## config.mk

```make
export PLATFORM = sky130hd
export DESIGN_NAME = neuron_mac_sequencer
export DESIGN_NICKNAME = d
export VERILOG_FILES = /design/src/rtl/neuron_mac_sequencer.sv
export SDC_FILE = /design/constraint.sdc
export NUM_CORES = 1
export LEC_CHECK = 0
export BUFFER_PORTS_ARGS = -buffer_cell sky130_fd_sc_hd__buf_2
export CAP_MARGIN = 20
export CELL_PAD_IN_SITES_DETAIL_PLACEMENT = 0
export CELL_PAD_IN_SITES_GLOBAL_PLACEMENT = 1
export CORE_UTILIZATION = 37
export CTS_BUF_LIST = sky130_fd_sc_hd__clkbuf_8
export DETAILED_ROUTE_END_ITERATION = 7
export PLACE_DENSITY_LB_ADDON = 0.08
export SLEW_MARGIN = 30
export SYNTH_ARGS = -nofsm -noshare
export SYNTH_HDL_FRONTEND = slang
export SYNTH_SLANG_ARGS = --single-unit
```

## constraint.sdc

```tcl
create_clock -name i_clk -period 4.1 [get_ports i_clk]
set_input_delay 0.41 -clock i_clk [delete_from_list [all_inputs] [get_ports i_clk]]
set_output_delay 0.41 -clock i_clk [all_outputs]
set_load 0.03 [all_outputs]
```

## src/rtl/neuron_mac_sequencer.sv

```systemverilog
// neuron_mac_sequencer
//
// Computes one neuron pre-activation, bias + sum(x_i * w_i), by sequencing a
// single shared sign-magnitude fixed-point multiplier that sits outside this
// block. (x, w) pairs arrive over a valid/ready handshake and are forwarded
// combinationally to the multiplier. The product comes back one cycle later
// and is added into a wide two's-complement accumulator. The final sum is
// saturated back to sign-magnitude and offered over a second valid/ready
// handshake.
//
// Ports
//   i_clk          clock, all state on the rising edge
//   i_rstn         asynchronous active-low reset
//   i_start        begin a new neuron (sampled only while idle)
//   i_bias         sign-magnitude bias, captured on an accepted start
//   i_in_valid     input pair valid
//   o_in_ready     input pair accepted when i_in_valid & o_in_ready
//   i_in_x, i_in_w sign-magnitude operands
//   i_in_last      final pair of the vector
//   o_mul_a/b      multiplier operands (combinational copies of x/w)
//   i_mul_prod     multiplier product, one cycle after the operands
//   i_mul_ovf      multiplier overflow, aligned with i_mul_prod
//   o_out_valid    result valid, held until taken
//   i_out_ready    consumer ready
//   o_out_sum      saturated sign-magnitude result
//   o_out_sat      result saturated, or a multiplier overflow was seen
//   o_busy         sequencer not idle

module neuron_mac_sequencer #(
  parameter int N               = 16,
  parameter int FRACTIONAL_BITS = 13,
  parameter int MAX_INPUTS      = 8
) (
  input  logic         i_clk,
  input  logic         i_rstn,
  input  logic         i_start,
  input  logic [N-1:0] i_bias,
  input  logic         i_in_valid,
  output logic         o_in_ready,
  input  logic [N-1:0] i_in_x,
  input  logic [N-1:0] i_in_w,
  input  logic         i_in_last,
  output logic [N-1:0] o_mul_a,
  output logic [N-1:0] o_mul_b,
  input  logic [N-1:0] i_mul_prod,
  input  logic         i_mul_ovf,
  output logic         o_out_valid,
  input  logic         i_out_ready,
  output logic [N-1:0] o_out_sum,
  output logic         o_out_sat,
  output logic         o_busy
);

  // Addition does not depend on where the binary point sits, so the fraction
  // width only has to leave room for the sign and at least one integer bit.
  if (FRACTIONAL_BITS < 0 || FRACTIONAL_BITS > N - 2) begin : g_bad_fraction
    $error("neuron_mac_sequencer: FRACTIONAL_BITS out of range");
  end

  localparam int CNT_W = $clog2(MAX_INPUTS + 1);
  localparam int ACC_W = N + 1 + CNT_W;
  localparam int MAG_W = N - 1;

  typedef enum logic [1:0] {
    S_IDLE,
    S_ACCUM,
    S_DRAIN,
    S_DONE
  } state_t;

  state_t                   r_state;
  logic signed [ACC_W-1:0]  r_acc;
  logic [CNT_W-1:0]         r_count;
  logic                     r_pend;
  logic                     r_sat;
  logic                     r_in_ready;
  logic                     r_out_valid;
  logic                     r_busy;
  logic [N-1:0]             r_out_sum;
  logic                     r_out_sat;

  logic signed [ACC_W-1:0]  w_prod;
  logic signed [ACC_W-1:0]  w_sum;
  logic                     w_sat_acc;
  logic                     w_hs;
  logic [CNT_W-1:0]         w_count_inc;
  logic                     w_end;
  logic                     w_neg;
  logic [ACC_W-1:0]         w_abs;
  logic                     w_ovr;
  logic [N-1:0]             w_res;

  // Sign-magnitude to accumulator width; -0 naturally becomes 0.
  function automatic logic signed [ACC_W-1:0] smToAcc(input logic [N-1:0] v);
    logic signed [ACC_W-1:0] mag;
    mag = {{(ACC_W - MAG_W){1'b0}}, v[N-2:0]};
    return v[N-1] ? -mag : mag;
  endfunction

  assign o_mul_a = i_in_x;
  assign o_mul_b = i_in_w;

  assign w_hs        = r_in_ready & i_in_valid;
  assign w_count_inc = r_count + 1'b1;
  assign w_end       = i_in_last | (w_count_inc == CNT_W'(MAX_INPUTS));

  // The product only belongs to this neuron when a handshake happened on the
  // previous edge; otherwise whatever the multiplier shows is ignored.
  assign w_prod    = smToAcc(i_mul_prod);
  assign w_sum     = r_acc + (r_pend ? w_prod : '0);
  assign w_sat_acc = r_sat | (r_pend & i_mul_ovf);

  // Magnitude of the final sum; anything above the N-1 bit magnitude clamps.
  assign w_neg = w_sum[ACC_W-1];
  assign w_abs = w_neg ? $unsigned(-w_sum) : $unsigned(w_sum);
  assign w_ovr = |w_abs[ACC_W-1:MAG_W];

  always_comb begin
    w_res = '0;
    if (w_ovr) begin
      w_res = {w_neg, {MAG_W{1'b1}}};
    end else if (w_abs[MAG_W-1:0] != '0) begin
      w_res = {w_neg, w_abs[MAG_W-1:0]};
    end
  end

  always_ff @(posedge i_clk or negedge i_rstn) begin
    if (!i_rstn) begin
      r_state     <= S_IDLE;
      r_acc       <= '0;
      r_count     <= '0;
      r_pend      <= 1'b0;
      r_sat       <= 1'b0;
      r_in_ready  <= 1'b0;
      r_out_valid <= 1'b0;
      r_busy      <= 1'b0;
      r_out_sum   <= '0;
      r_out_sat   <= 1'b0;
    end else begin
      case (r_state)
        S_IDLE: begin
          if (i_start) begin
            r_acc      <= smToAcc(i_bias);
            r_count    <= '0;
            r_sat      <= 1'b0;
            r_pend     <= 1'b0;
            r_in_ready <= 1'b1;
            r_busy     <= 1'b1;
            r_state    <= S_ACCUM;
          end
        end

        S_ACCUM: begin
          r_acc  <= w_sum;
          r_sat  <= w_sat_acc;
          r_pend <= w_hs;
          if (w_hs) begin
            r_count <= w_count_inc;
            if (w_end) begin
              r_in_ready <= 1'b0;
              r_state    <= S_DRAIN;
            end
          end
        end

        // Entered only through a handshake, so the last product is pending.
        S_DRAIN: begin
          r_acc       <= w_sum;
          r_sat       <= w_sat_acc;
          r_pend      <= 1'b0;
          r_out_sum   <= w_res;
          r_out_sat   <= w_sat_acc | w_ovr;
          r_out_valid <= 1'b1;
          r_state     <= S_DONE;
        end

        S_DONE: begin
          if (i_out_ready) begin
            r_out_valid <= 1'b0;
            r_busy      <= 1'b0;
            r_state     <= S_IDLE;
          end
        end

        default: begin
          r_state <= S_IDLE;
        end
      endcase
    end
  end

  assign o_in_ready  = r_in_ready;
  assign o_out_valid = r_out_valid;
  assign o_out_sum   = r_out_sum;
  assign o_out_sat   = r_out_sat;
  assign o_busy      = r_busy;

endmodule

```

## Yosys cells after proc, flatten, opt, wreduce, memory -nomap -nowiden

Index checks and enable logic that the tools add are counted.

| operators by class | value |
|---|---|
| reductions and logical operators | 16 |
| multiplexer cells | 26 |
| bitwise operators | 5 |
| equality and inequality tests | 8 |
| add/subtract/negate cells | 5 |

Operators with widths:

| cell | count |
|---|---|
| $mux W21 | 5 |
| $neg A15 Y21 | 2 |
| $pmux W21 S2 | 1 |
| $mux W16 | 2 |
| $add A21 B21 Y21 | 1 |
| $neg A21 Y21 | 1 |
| $reduce_bool A15 Y1 | 1 |
| $mux W2 | 4 |
| $mux W4 | 2 |
| $ne A2 B2 Y1 const B | 4 |
| $pmux W1 S2 | 4 |
| $pmux W2 S4 | 1 |
| $pmux W4 S2 | 1 |
| $reduce_and A4 Y1 | 2 |
| $reduce_bool A2 Y1 | 4 |
| $reduce_and A2 Y1 | 3 |
| $reduce_and A3 Y1 | 2 |
| $reduce_or A6 Y1 | 1 |
| $mux W1 | 5 |
| $add A4 B1 Y4 const B | 1 |
| $eq A2 B2 Y1 const B | 2 |
| $eq A4 B4 Y1 const B | 1 |
| $or A1 B1 Y1 | 3 |
| $pmux W1 S3 | 1 |
| 5 further kinds | 6 |

| storage, ports and cells | value |
|---|---|
| input bits | 71 |
| output and inout port bits | 52 |
| register bits | 49 |

## Depth between registers and ports, before layout

Gate-level depths: netlist of the first run.

| depth | value |
|---|---|
| depth after elaboration | 9 |
| gate-level depth with buffers | 19 |
| gate-level depth less buffers | 17 |

## Least setup slack after synthesis of the first run

Ideal clock, no wire load.

| path | value |
|---|---|
| path kind | input port to flip-flop |
| start | input i_mul_prod[5] |
| end | register r_out_sum[15], in the netlist o_out_sum[15] |
| stages on the path | 18 |
| buffers on the path | 1 |
| arrival | 4680 ps |
| setup slack | -719 ps |
| cell sequence | nor4_2 -> nor3b_2 -> nand2_1 -> o31ai_1 -> xnor2_1 -> and2_1 -> ha_1 -> clkbuf_2 -> and4_1 -> and3_1 -> a221oi_4 -> o21bai_2 -> xor2_1 -> or4_4 -> a211oi_4 -> nand2_4 -> nor4_4 -> a211oi_2 |

| on the way | value |
|---|---|
| word-level cells in the longest chain between the ends | 9 |
| elaborated cells between the ends (all ways) | 10 |
| classes of those cells | add/sub: 3; mux: 5; reduce/logical: 2 |

Ends and longest elaborated chain:

| what | line | source |
|---|---|---|
| start: declaration | 45 | `input logic [N-1:0] i_mul_prod,` |
| $neg A15 Y21 | 97 | `return v[N-1] ? -mag : mag;` |
| $mux W21 (*) | 97 |  |
| $mux W21 (*) | 110 | `assign w_sum = r_acc + (r_pend ? w_prod : '0);` |
| $add A21 B21 Y21 (*) | 110 |  |
| $neg A21 Y21 | 115 | `assign w_abs = w_neg ? $unsigned(-w_sum) : $unsigned(w_sum);` |
| $mux W21 | 115 |  |
| $reduce_bool A15 Y1 | 122 | `end else if (w_abs[MAG_W-1:0] != '0) begin` |
| $mux W16 | 122 |  |
| $mux W16 (*) | 120 | `if (w_ovr) begin` |
| end signal: assignment | 171 | `r_out_sum <= w_res;` |
| end: declaration | 79 | `logic [N-1:0] r_out_sum;` |

Mark *: on every way between the ends. The rest lies on a longest branch, timed or not.
A chain may end at the register's enable or synchronous reset.

## Final worst setup path of the first run

| path | value |
|---|---|
| start | input i_mul_prod[3] |
| end | register r_out_sum[1], in the netlist o_out_sum[1] |

| on the way | value |
|---|---|
| word-level cells in the longest chain between the ends | 9 |
| elaborated cells between the ends (all ways) | 10 |
| classes of those cells | add/sub: 3; mux: 5; reduce/logical: 2 |

Ends and longest elaborated chain:

| what | line |
|---|---|
| $neg A15 Y21 | 97 |
| $mux W21 (*) | 97 |
| $mux W21 (*) | 110 |
| $add A21 B21 Y21 (*) | 110 |
| $neg A21 Y21 | 115 |
| $mux W21 (*) | 115 |
| $reduce_bool A15 Y1 | 122 |
| $mux W16 | 122 |
| $mux W16 (*) | 120 |

Marked as above.

==> summary.txt, run 1 <==
Clocking
  • Worst-path clk slew: 0.10 ns
  • Root Driver: clkbuf_8
  • H-Tree Depth: 2
  • Num Clock Sinks: 49
  • Worst-case clock buffer depth: 2
  • Clk_lat worst skew: 0.32 ns
  • Hold buffer count at cts: 0
  • Num CTS Buffers: 5
  • TritonCTS clock tree: done

Routing
  • Wire per inst: 16.0 um
  • DRC violations left: 0
  • ANT nets after route: 0
  • Routed WL: 15600 um
  • Drt initial violations: 253
  • Initial DRT Pass Iterations: 5
  • Avg Vias per Cell: 5.26
  • DR vias: 5110

Placed design
  • Post-Place Cell Area: 0.00643 mm^2
  • GPL Wtd Cong: 0.880
  • Post-DP HPWL: 12300 um
  • Port bufs: 58

Run
  • Max Cap Viol: 0

Logic synthesis
  • Ys Warns: 0
  • Adder-Cell Fraction of Synth Area: 7.31%
  • Most frequent cells after synthesis: nor2_1, nand2_1, dfrtp_1
  • Syn Inst Count: 617
  • Synth Cell Area: 0.00507 mm^2
  • Simple-Gate Fraction of Synth Area: 21.8%
  • Ys async rst share: 100%
  • Largest family of logic cells by synthesized area: compound AO/OA/AOI/OAI gates
  • Synth Flop Type: dfrtp_1
  • Top cells by area, synth: dfrtp_1, ha_1, xnor2_1
  • Post-synthesis mux area share: 1.21%
  • Sequential element share of the synthesized area: 24.2%
  • Synth unique cells: 80
  • FF+latch count, synth: 49
  • Post-synth EDFFs: 0
  • Net count after synthesis: 717
  • Fraction of the mapped netlist area in compound gates: 25.7%
  • Synth area leader: dfrtp_1
  • Top-count cell post-synth: nor2_1
  • XOR/XNOR share of the synthesized area: 11.5%
  • Top-area cell type share of the netlist area: 24.2%
  • Syn Area/Cell: 8.22 um^2

Worst setup path
  • Worst reg2reg startpoint: r_pend
  • CP max stage cell: or4_4
  • Worst Path Required: 4.30 ns
  • Crit path arrival time: 4.44 ns
  • Kind of critical path: input port to register
  • Worst R2R Path Depth: 17
  • Levels on crit path: 20
  • Worst-path fanout max: 7
  • WP buf/inv: 3
  • Worst setup SP type: input port
  • CP Launch Point: i_mul_prod[3]
  • CP peak stage delay: 0.53 ns
  • Crit path max-delay family: simple AND/OR/NAND/NOR gates
  • Worst path cell trace: buf_8, nor4_4, nor3b_4, nand2_2, o31ai_4, xnor2_1, and2_4, ha_4, buf_4, a21oi_4, o221ai_2, a211oi_2, nor2_1, buf_4, xor2_1, or4_4, a211oi_4, nand2_4, nor4_4, a211oi_2
  • Worst Setup End Kind: register

Die
  • Die area: 0.0142 mm^2
  • Io pins: 123
  • Core box area: 0.0133 mm^2
  • Site Rows: 42
  • Die width: 119 um
  • DIE HEIGHT: 119 um
  • Initial Util: 38.1%

STA
  • Maximum clock frequency: 0.236 GHz
  • Setup WS post-layout: -0.146 ns
  • Worst Tran Pin Value: 0.739 ns
  • Slew headroom: 50.7%
  • RSZ-0062 raised after global routing: true
  • Slew Viols, Final: 0
  • Tmin final: 4.25 ns
  • Fin Hold WS: 0.196 ns
  • Final setup viols: 15
  • Hold violation total from the final report: 0
  • Final Skew: 0.0128 ns
  • Period utilization: 104%

Global route
  • Grt total ovfl: 0
  • Met2 Usage GRT: 38.8%
  • Met3 usage: 2.49%
  • Global-route wire length before repair: 24600 um
  • Vias in the first global route: 5010
  • Overall routing resource usage: 21.6%
  • Initial antenna violation count: 0
  • Gr busiest metal: met2
  • GR met1 Demand/Resource: 27.9%
  • Largest net degree at the start of global routing: 50

Layout
  • Design Area, Final: 0.00710 mm^2
  • Share of cells above drive strength 1: 41.5%
  • Fin nets: 895
  • Synth-to-Final Area Change: 40.1%
  • ANT cells: 0

Pwr
  • Maximum vdd drop: 114 uV
  • Leak: 3.31 nW
  • Pwr Density: 127 mW/mm^2

Status
  • Failing checks: setup timing
  • Status: finished with violations

Worst hold path
  • Min-Delay Path Class: input port to asynchronous set/reset pin
==> area by class of cell <==
| cell class | count | area (um^2) |
|---|---|---|
| clock buffers | 5 | 68.8 |
| clock inverters | 3 | 18.8 |
| fillers | 1275 | 6190 |
| inverters | 19 | 71.3 |
| multi-input cells | 492 | 3890 |
| flip-flops and latches | 49 | 1230 |
| well taps | 176 | 220 |
| repair buffers | 228 | 1610 |
==> what timing repair did <==
action | 4_1_cts | 5_1_grt
pin swaps | 29 | 27
cloned | 0 | 1
buffers inserted | 13 | 5
endpoints found under the setup margin | 17 | 17
resized for setup | 51 | 31
==> path summary, 6_finish.rpt <==
| kind | to | slack [ns] |
|---|---|---|
| setup / recovery | o_out_sum[1] | -0.15 |
| setup reg to reg | o_out_sum[0] | -0.13 |
| max in group asynchronous | r_acc[1] | 3.44 |
| min in group i_clk | o_busy | 0.30 |
| hold / removal | o_out_sum[3] | 0.20 |
| hold reg to reg | r_acc[2] | 0.51 |
==> where the power goes <==
part           internal (W)  total, W  switching [W]
registers          0.000483  0.000483              0
clock network      0.000118  0.000303       0.000185
logic             0.0000555  0.000119      0.0000633
==> state kept, by name (all words and copies together) (netlist names), 2 cells and up <==
register / flops
o_out_sum: 16
r_acc: 21
r_count: 4
r_state: 2
==> metrics by stage <==
stage	setup TNS, ns	setup slack, ns	std cells	power [W]	utilization, %
3_3_place_gp	-8.62	-0.639	946	0.000598	48.3
5_1_grt	-4.89	-0.412	972	0.000937	53.4
2_1_floorplan	-3.53	-0.429	617	0.000593	-
6_report	-1.17	-0.146	972	0.000905	53.4
3_5_place_dp	-10.97	-0.731	946	0.000601	48.3
4_1_cts	-1.17	-0.218	966	0.000910	51.6
==> per-layer routing <==
layer	share of wire, %	vias to the layer above
met5	0	-
li1	-	2551
met4	1.3	0
met3	3.5	24
met2	50	109
met1	45	2426
==> cells by family (layout without fill, tap and decap cells) <==
family	after synthesis	in the layout
compound gates	181	181
xor+xnor	62	63
fa+ha+maj	29	29
buf+inv	77	255
flops	49	49
mux	6	6
simple gates	213	213
==> placed cells by master (no fill, tap or decap), types with 5 or more instances in the layout <==
cell	count
o21a_1	11
xor2_1	21
and2_1	11
a211oi_2	5
buf_4	165
a31oi_1	11
nand4_1	9
clkbuf_8	5
o21ai_1	5
o21ai_0	35
nand3_1	6
nor2_1	59
xnor2_1	33
inv_1	17
nand2b_1	10
ha_4	6
dfrtp_1	49
buf_2	56
a21o_1	5
ha_1	20
nor3_1	12
nand2_1	55
o22ai_1	5
and3_1	7
a21oi_1	40
a21oi_2	5
No activity file was read; power rests on OpenSTA's default activity.
==> inputs of run 2 (changes only) <==
ABC_CLOCK_PERIOD_IN_PS = 4100   (was default)
MAX_ROUTING_LAYER = met4   (was default)
TNS_END_PERCENT = 5   (was default)
==> summary.txt, run 2 (synthesis results as in run 1) <==
Clocking
  • Num CTS Buffers: 5 (unchanged)
  • Num Clock Sinks: 49 (unchanged)
  • Worst-path clk slew: 0.10 ns (about the same)
  • Clk_lat worst skew: 0.32 ns (about the same)
  • Worst-case clock buffer depth: 2 (unchanged)
  • TritonCTS clock tree: done (unchanged)
  • H-Tree Depth: 2 (unchanged)
  • Root Driver: clkbuf_8 (unchanged)

Routing
  • DR vias: 5053 (was 5110)
  • Drt initial violations: 193 (was 253)
  • Initial DRT Pass Iterations: 5 (unchanged)
  • DRC violations left: 0 (unchanged)
  • Routed WL: 15300 um (was 15600 um)
  • Avg Vias per Cell: 5.24 (was 5.26)
  • Wire per inst: 15.8 um (was 16.0 um)
  • ANT nets after route: 0 (unchanged)

Layout
  • ANT cells: 0 (unchanged)
  • Area of the multi-input gates: 0.00368 mm^2 (was 0.00389 mm^2)
  • Register area: 0.00123 mm^2 (about the same)
  • Final std cells w/o fill: 964 (was 972)
  • Largest register FFs: 21 (unchanged)
  • Fill cells: 1328 (was 1275)
  • Fin nets: 887 (was 895)
  • Most frequent cells in the layout: buf_4, nor2_1, buf_2 (unchanged)
  • Biggest register: r_acc (unchanged)
  • Synth-to-Final Area Change: 34.7% (was 40.1%)
  • Design Area, Final: 0.00683 mm^2 (was 0.00710 mm^2)
  • Share of cells above drive strength 1: 38.1% (was 41.5%)
  • Commonest non-fill, non-tap cell in the layout: buf_4 (unchanged)
  • Final Util: 51.4% (was 53.4%)

Status
  • Status: finished with violations (unchanged)
  • Failing checks: setup timing (unchanged)

STA
  • Final setup viols: 13 (was 15)
  • Period utilization: 106% (was 104%)
  • Worst Tran Pin Value: 0.730 ns (was 0.739 ns)
  • RSZ-0062 raised after global routing: true (unchanged)
  • Setup WS post-layout: -0.255 ns (was -0.146 ns)
  • Final Skew: 0.0118 ns (was 0.0128 ns)
  • Tmin final: 4.36 ns (was 4.25 ns)
  • Hold violation total from the final report: 0 (unchanged)
  • Maximum clock frequency: 0.230 GHz (was 0.236 GHz)
  • Slew headroom: 50.6% (was 50.7%)
  • Slew Viols, Final: 0 (unchanged)

Placed design
  • GPL Wtd Cong: 0.873 (was 0.880)
  • Post-DP HPWL: 12400 um (was 12300 um)
  • Post-Place Cell Area: 0.00644 mm^2 (was 0.00643 mm^2)
  • Port bufs: 58 (unchanged)
  • Dpl cells: 946 (unchanged)

Pwr
  • Pwr Density: 133 mW/mm^2 (was 127 mW/mm^2)
  • Maximum vdd drop: 120 uV (was 114 uV)
  • Leak: 3.24 nW (was 3.31 nW)

Worst setup path
  • Worst-path fanout max: 7 (unchanged)
  • Worst Setup End Kind: register (unchanged)
  • Kind of critical path: input port to register (unchanged)
  • Worst Path Required: 4.29 ns (was 4.30 ns)
  • Crit path arrival time: 4.55 ns (was 4.44 ns)
  • Worst setup SP type: input port (unchanged)

Die
  • Site Rows: 42 (unchanged)
  • Die area: 0.0142 mm^2 (unchanged)
  • DIE HEIGHT: 119 um (unchanged)
  • Die width: 119 um (unchanged)
  • Core box area: 0.0133 mm^2 (unchanged)
  • Initial Util: 38.1% (unchanged)
  • Io pins: 123 (unchanged)

Global route
  • Overall routing resource usage: 22.6% (was 21.6%)
  • Largest net degree at the start of global routing: 50 (unchanged)
  • Grt total ovfl: 0 (unchanged)
  • Initial antenna violation count: 0 (unchanged)
  • Vias in the first global route: 5094 (was 5010)
  • Global-route wire length before repair: 25000 um (was 24600 um)

Run
  • Max Cap Viol: 0 (unchanged)

Worst hold path
  • Min-Delay Path Class: input port to asynchronous set/reset pin (unchanged)
-- run 2: final cells by class --
type,count,area share [%]
multi-input combinational,491,54.0
inverter,19,1.04
timing repair buffer,221,22.4
clock buffer,5,1.01
sequential,49,18.0
clock inverter,3,0.367
tap,176,3.23
-- run 2: stage by stage --
stage	hold WS (ns)	setup WS (ns)	setup TNS (ns)	total power [W]
after CTS	0.225	-0.200	-1.75	0.000922
final	0.216	-0.255	-2.28	0.000908
after global placement	0.479	-0.797	-10.20	0.000597
after detailed placement	0.489	-0.797	-10.46	0.000600
after global routing	0.252	-0.463	-5.47	0.000951
after floorplan	0.114	-0.430	-3.67	0.000593
-- run 2: metal layers --
metal	vias to the layer above	wire [um]	track usage (%)	part of all wire, %
li1	2539	-	-	-
met1	2411	7010	28.6	46
met2	79	7500	38.7	49
met5	-	0	-	0
met4	0	263	5.22	1.7
met3	24	493	2.44	3.2
-- run 2: repair_timing --
action | CTS | global route
endpoints found under the setup margin | 17 | 17
endpoints found under the hold margin | 0 | 0
setup buffers | 8 | 2
hold buffers | 0 | 0
pin swaps | 23 | 6
resized for setup | 31 | 7
-- run 2: path summary, 6_finish.rpt --
check | start | to | slack, ns | depth (start not counted)
max reg2reg | r_pend | o_out_sum[15] | -0.23 | 15
min | i_rstn | o_out_sum[2] | 0.22 | 2
max in group asynchronous | i_rstn | r_pend | 3.40 | 2
max | i_mul_prod[5] | o_out_sum[0] | -0.26 | 21
min in group i_clk | i_out_ready | o_out_valid | 0.30 | 2
min reg2reg | o_out_sum[3] | o_out_sum[3] | 0.50 | 1
-- run 2: where the power goes --
group	internal [W]	leakage, nW	total [W]	switching (W)
Combinational	0.0000503	2.57	0.000110	0.0000598
Sequential	0.000483	0.621	0.000483	0
Clock	0.000125	0.0452	0.000314	0.000190
-- run 2: critical path, cell delays in order --
cell,delay (ns)
buf_2,0.12
nor4_4,0.30
nor3b_4,0.29
nand2_2,0.13
o31ai_2,0.25
xnor2_1,0.08
and2_1,0.16
ha_1,0.35
buf_4,0.14
nand2_1,0.06
o211ai_1,0.22
a211oi_2,0.08
o21a_1,0.20
a311o_1,0.31
or4_4,0.52
a211oi_4,0.31
nand2_4,0.10
buf_4,0.16
buf_12,0.12
nor2_2,0.13
a211oi_2,0.09
==> inputs of run 3 (changes only) <==
--- a/config.mk
+++ b/config.mk
@@ -7,3 +7,3 @@
 export LEC_CHECK = 0
-export ABC_CLOCK_PERIOD_IN_PS = 4100
+export ABC_CLOCK_PERIOD_IN_PS = 5060
 export BUFFER_PORTS_ARGS = -buffer_cell sky130_fd_sc_hd__buf_2
@@ -12,3 +12,3 @@
 export CELL_PAD_IN_SITES_GLOBAL_PLACEMENT = 1
-export CORE_UTILIZATION = 37
+export CORE_UTILIZATION = 44
 export CTS_BUF_LIST = sky130_fd_sc_hd__clkbuf_8
@@ -17,2 +17,3 @@
 export PLACE_DENSITY_LB_ADDON = 0.08
+export SETUP_SLACK_MARGIN = 0.5
 export SLEW_MARGIN = 30
==> constraint.sdc (replaced) <==
create_clock -name i_clk -period 5.06 [get_ports i_clk]
set_input_delay 0.506 -clock i_clk [delete_from_list [all_inputs] [get_ports i_clk]]
set_output_delay 0.506 -clock i_clk [all_outputs]
set_load 0.005 [all_outputs]
==> summary.txt, run 3 (synthesis results as in run 1) <==
Layout
  • Commonest non-fill, non-tap cell in the layout: nor2_1 (was buf_4)
  • Synth-to-Final Area Change: 18.0% (was 34.7%)
  • Share of cells above drive strength 1: 28.6% (was 38.1%)
  • Fin nets: 771 (was 887)
  • Fill cells: 1080 (was 1328)
  • Largest register FFs: 21 (unchanged)
  • Biggest register: r_acc (unchanged)
  • ANT cells: 0 (unchanged)
  • Final std cells w/o fill: 812 (was 964)
  • Most frequent cells in the layout: nor2_1, buf_2, nand2_1 (was buf_4, nor2_1, buf_2)

Die
  • Io pins: 123 (unchanged)
  • Initial Util: 46.0% (was 38.1%)
  • Core box area: 0.0110 mm^2 (was 0.0133 mm^2)
  • Site Rows: 38 (was 42)
  • DIE HEIGHT: 109 um (was 119 um)
  • Die width: 109 um (was 119 um)
  • Die area: 0.0120 mm^2 (was 0.0142 mm^2)

Clocking
  • H-Tree Depth: 2 (unchanged)
  • Hold buffer count at cts: 0 (unchanged)
  • Num CTS Buffers: 5 (unchanged)
  • Worst-case clock buffer depth: 2 (unchanged)
  • Num Clock Sinks: 49 (unchanged)
  • TritonCTS clock tree: done (unchanged)
  • Worst-path clk slew: 0.09 ns (was 0.10 ns)
  • Root Driver: clkbuf_8 (unchanged)
  • Clk_lat worst skew: 0.31 ns (was 0.32 ns)

STA
  • Worst Tran Pin Value: 0.709 ns (was 0.730 ns)
  • Hold violation total from the final report: 0 (unchanged)
  • Tmin final: 4.54 ns
  • Final Skew: 0.00813 ns (was 0.0118 ns)
  • Fin Hold WS: 0.285 ns (was 0.216 ns)
  • Maximum clock frequency: 0.220 GHz
  • RSZ-0062 raised after global routing: true (unchanged)
  • Slew headroom: 52.6% (was 50.6%)
  • Final setup viols: 0 (was 13)
  • Period utilization: 89.8%
  • Slew Viols, Final: 0 (unchanged)
  • Setup_tns: 0 ns (was -2.28 ns)

Global route
  • Initial antenna violation count: 0 (unchanged)
  • Vias in the first global route: 4343 (was 5094)
  • Grt total ovfl: 0 (unchanged)
  • Overall routing resource usage: 23.8% (was 22.6%)
  • Global-route wire length before repair: 21500 um (was 25000 um)
  • Largest net degree at the start of global routing: 50 (unchanged)

Pwr
  • Maximum vdd drop: 93.6 uV (was 120 uV)
  • Pwr Density: 118 mW/mm^2 (was 133 mW/mm^2)
  • Leak: 2.66 nW (was 3.24 nW)

Placed design
  • GPL Wtd Cong: 0.888 (was 0.873)
  • Dpl cells: 788 (was 946)
  • Port bufs: 58 (unchanged)
  • Post-DP HPWL: 10800 um (was 12400 um)

Routing
  • Wire per inst: 17.2 um (was 15.8 um)
  • Initial DRT Pass Iterations: 6 (was 5)
  • Avg Vias per Cell: 5.73 (was 5.24)
  • Drt initial violations: 186 (was 193)
  • DR vias: 4652 (was 5053)
  • ANT nets after route: 0 (unchanged)
  • DRC violations left: 0 (unchanged)
  • Routed WL: 14000 um (was 15300 um)

Worst setup path
  • Crit path arrival time: 4.72 ns (was 4.55 ns)
  • Worst Setup End Kind: register (unchanged)
  • Worst Path Required: 5.23 ns (was 4.29 ns)
  • Worst-path fanout max: 4 (was 7)
  • Kind of critical path: input port to register (unchanged)
  • Worst setup SP type: input port (unchanged)

Status
  • Status: completed (was finished with violations)

Worst hold path
  • Min-Delay Path Class: input port to asynchronous set/reset pin (unchanged)

Run
  • Max Cap Viol: 0 (unchanged)
==> run 3: final cells by class <==
type	count	area (um^2)	share of cell area, %
Clock buffer	5	68.8	1.15
Clock inverter	3	18.8	0.314
Inverter	19	71.3	1.19
Multi-Input combinational cell	491	3740	62.6
Sequential cell	49	1230	20.5
Tap cell	140	175	2.93
Timing Repair Buffer	105	678	11.3
==> run 3: per-stage QoR <==
step / instance area (um^2) / setup WS (ns) / utilization [%] / total power [W]
after floorplan: 5130 / 0.434 / - / 0.000454
after global placement: 5470 / -0.0178 / 49.6 / 0.000474
after detailed placement: 5480 / -0.0422 / 49.6 / 0.000476
after CTS: 5700 / 0.524 / 51.7 / 0.000715
after global routing: 5980 / 0.337 / 54.3 / 0.000740
final: 5980 / 0.518 / 54.3 / 0.000708
==> run 3: worst paths after layout <==
kind,startpoint,to,slack [ns],cells after the start
max,i_mul_prod[0],o_out_sum[15],0.52,18
min,i_rstn,o_out_sum[2],0.29,2
max reg2reg,r_pend,o_out_sum[15],0.59,15
min reg2reg,o_out_sat,o_out_sat,0.51,2
max in group asynchronous,i_rstn,r_pend,4.27,2
min in group i_clk,i_out_ready,o_busy,0.40,2
==> run 3: critical path, stage by stage <==
cell      delay, ns
buf_2          0.10
inv_1          0.05
ha_1           0.29
mux2i_1        0.18
nor2b_2        0.08
fa_1           0.53
inv_1          0.11
ha_1           0.17
inv_1          0.04
or2_2          0.34
o21bai_1       0.20
or4_4          0.58
or4_4          0.58
nand2_1        0.11
xnor2_1        0.16
nand4_1        0.20
nor4_4         0.42
a211oi_2       0.08
==> run 3: power by group <==
group	leakage, nW	switching, W	internal [W]
Combinational	1.99	0.0000477	0.0000352
Clock	0.0416	0.000138	0.0000957
Sequential	0.621	0	0.000391
Total	2.66	0.000186	0.000522
==> run 3: repair_timing <==
action / CTS / global route
endpoints found under the setup margin: 12 / 17
setup buffers: 8 / 8
gates resized for setup: 17 / 46
pin swaps: 9 / 25
==> run 3: layer usage <==
layer / global-route usage (%) / part of all wire, % / vias to the layer above
met2: 40.7 / 49 / 94
li1: - / - / 2299
met5: - / 0 / -
met3: 2.73 / 3.4 / 33
met4: 7.24 / 2.3 / 0
met1: 29.5 / 45 / 2226
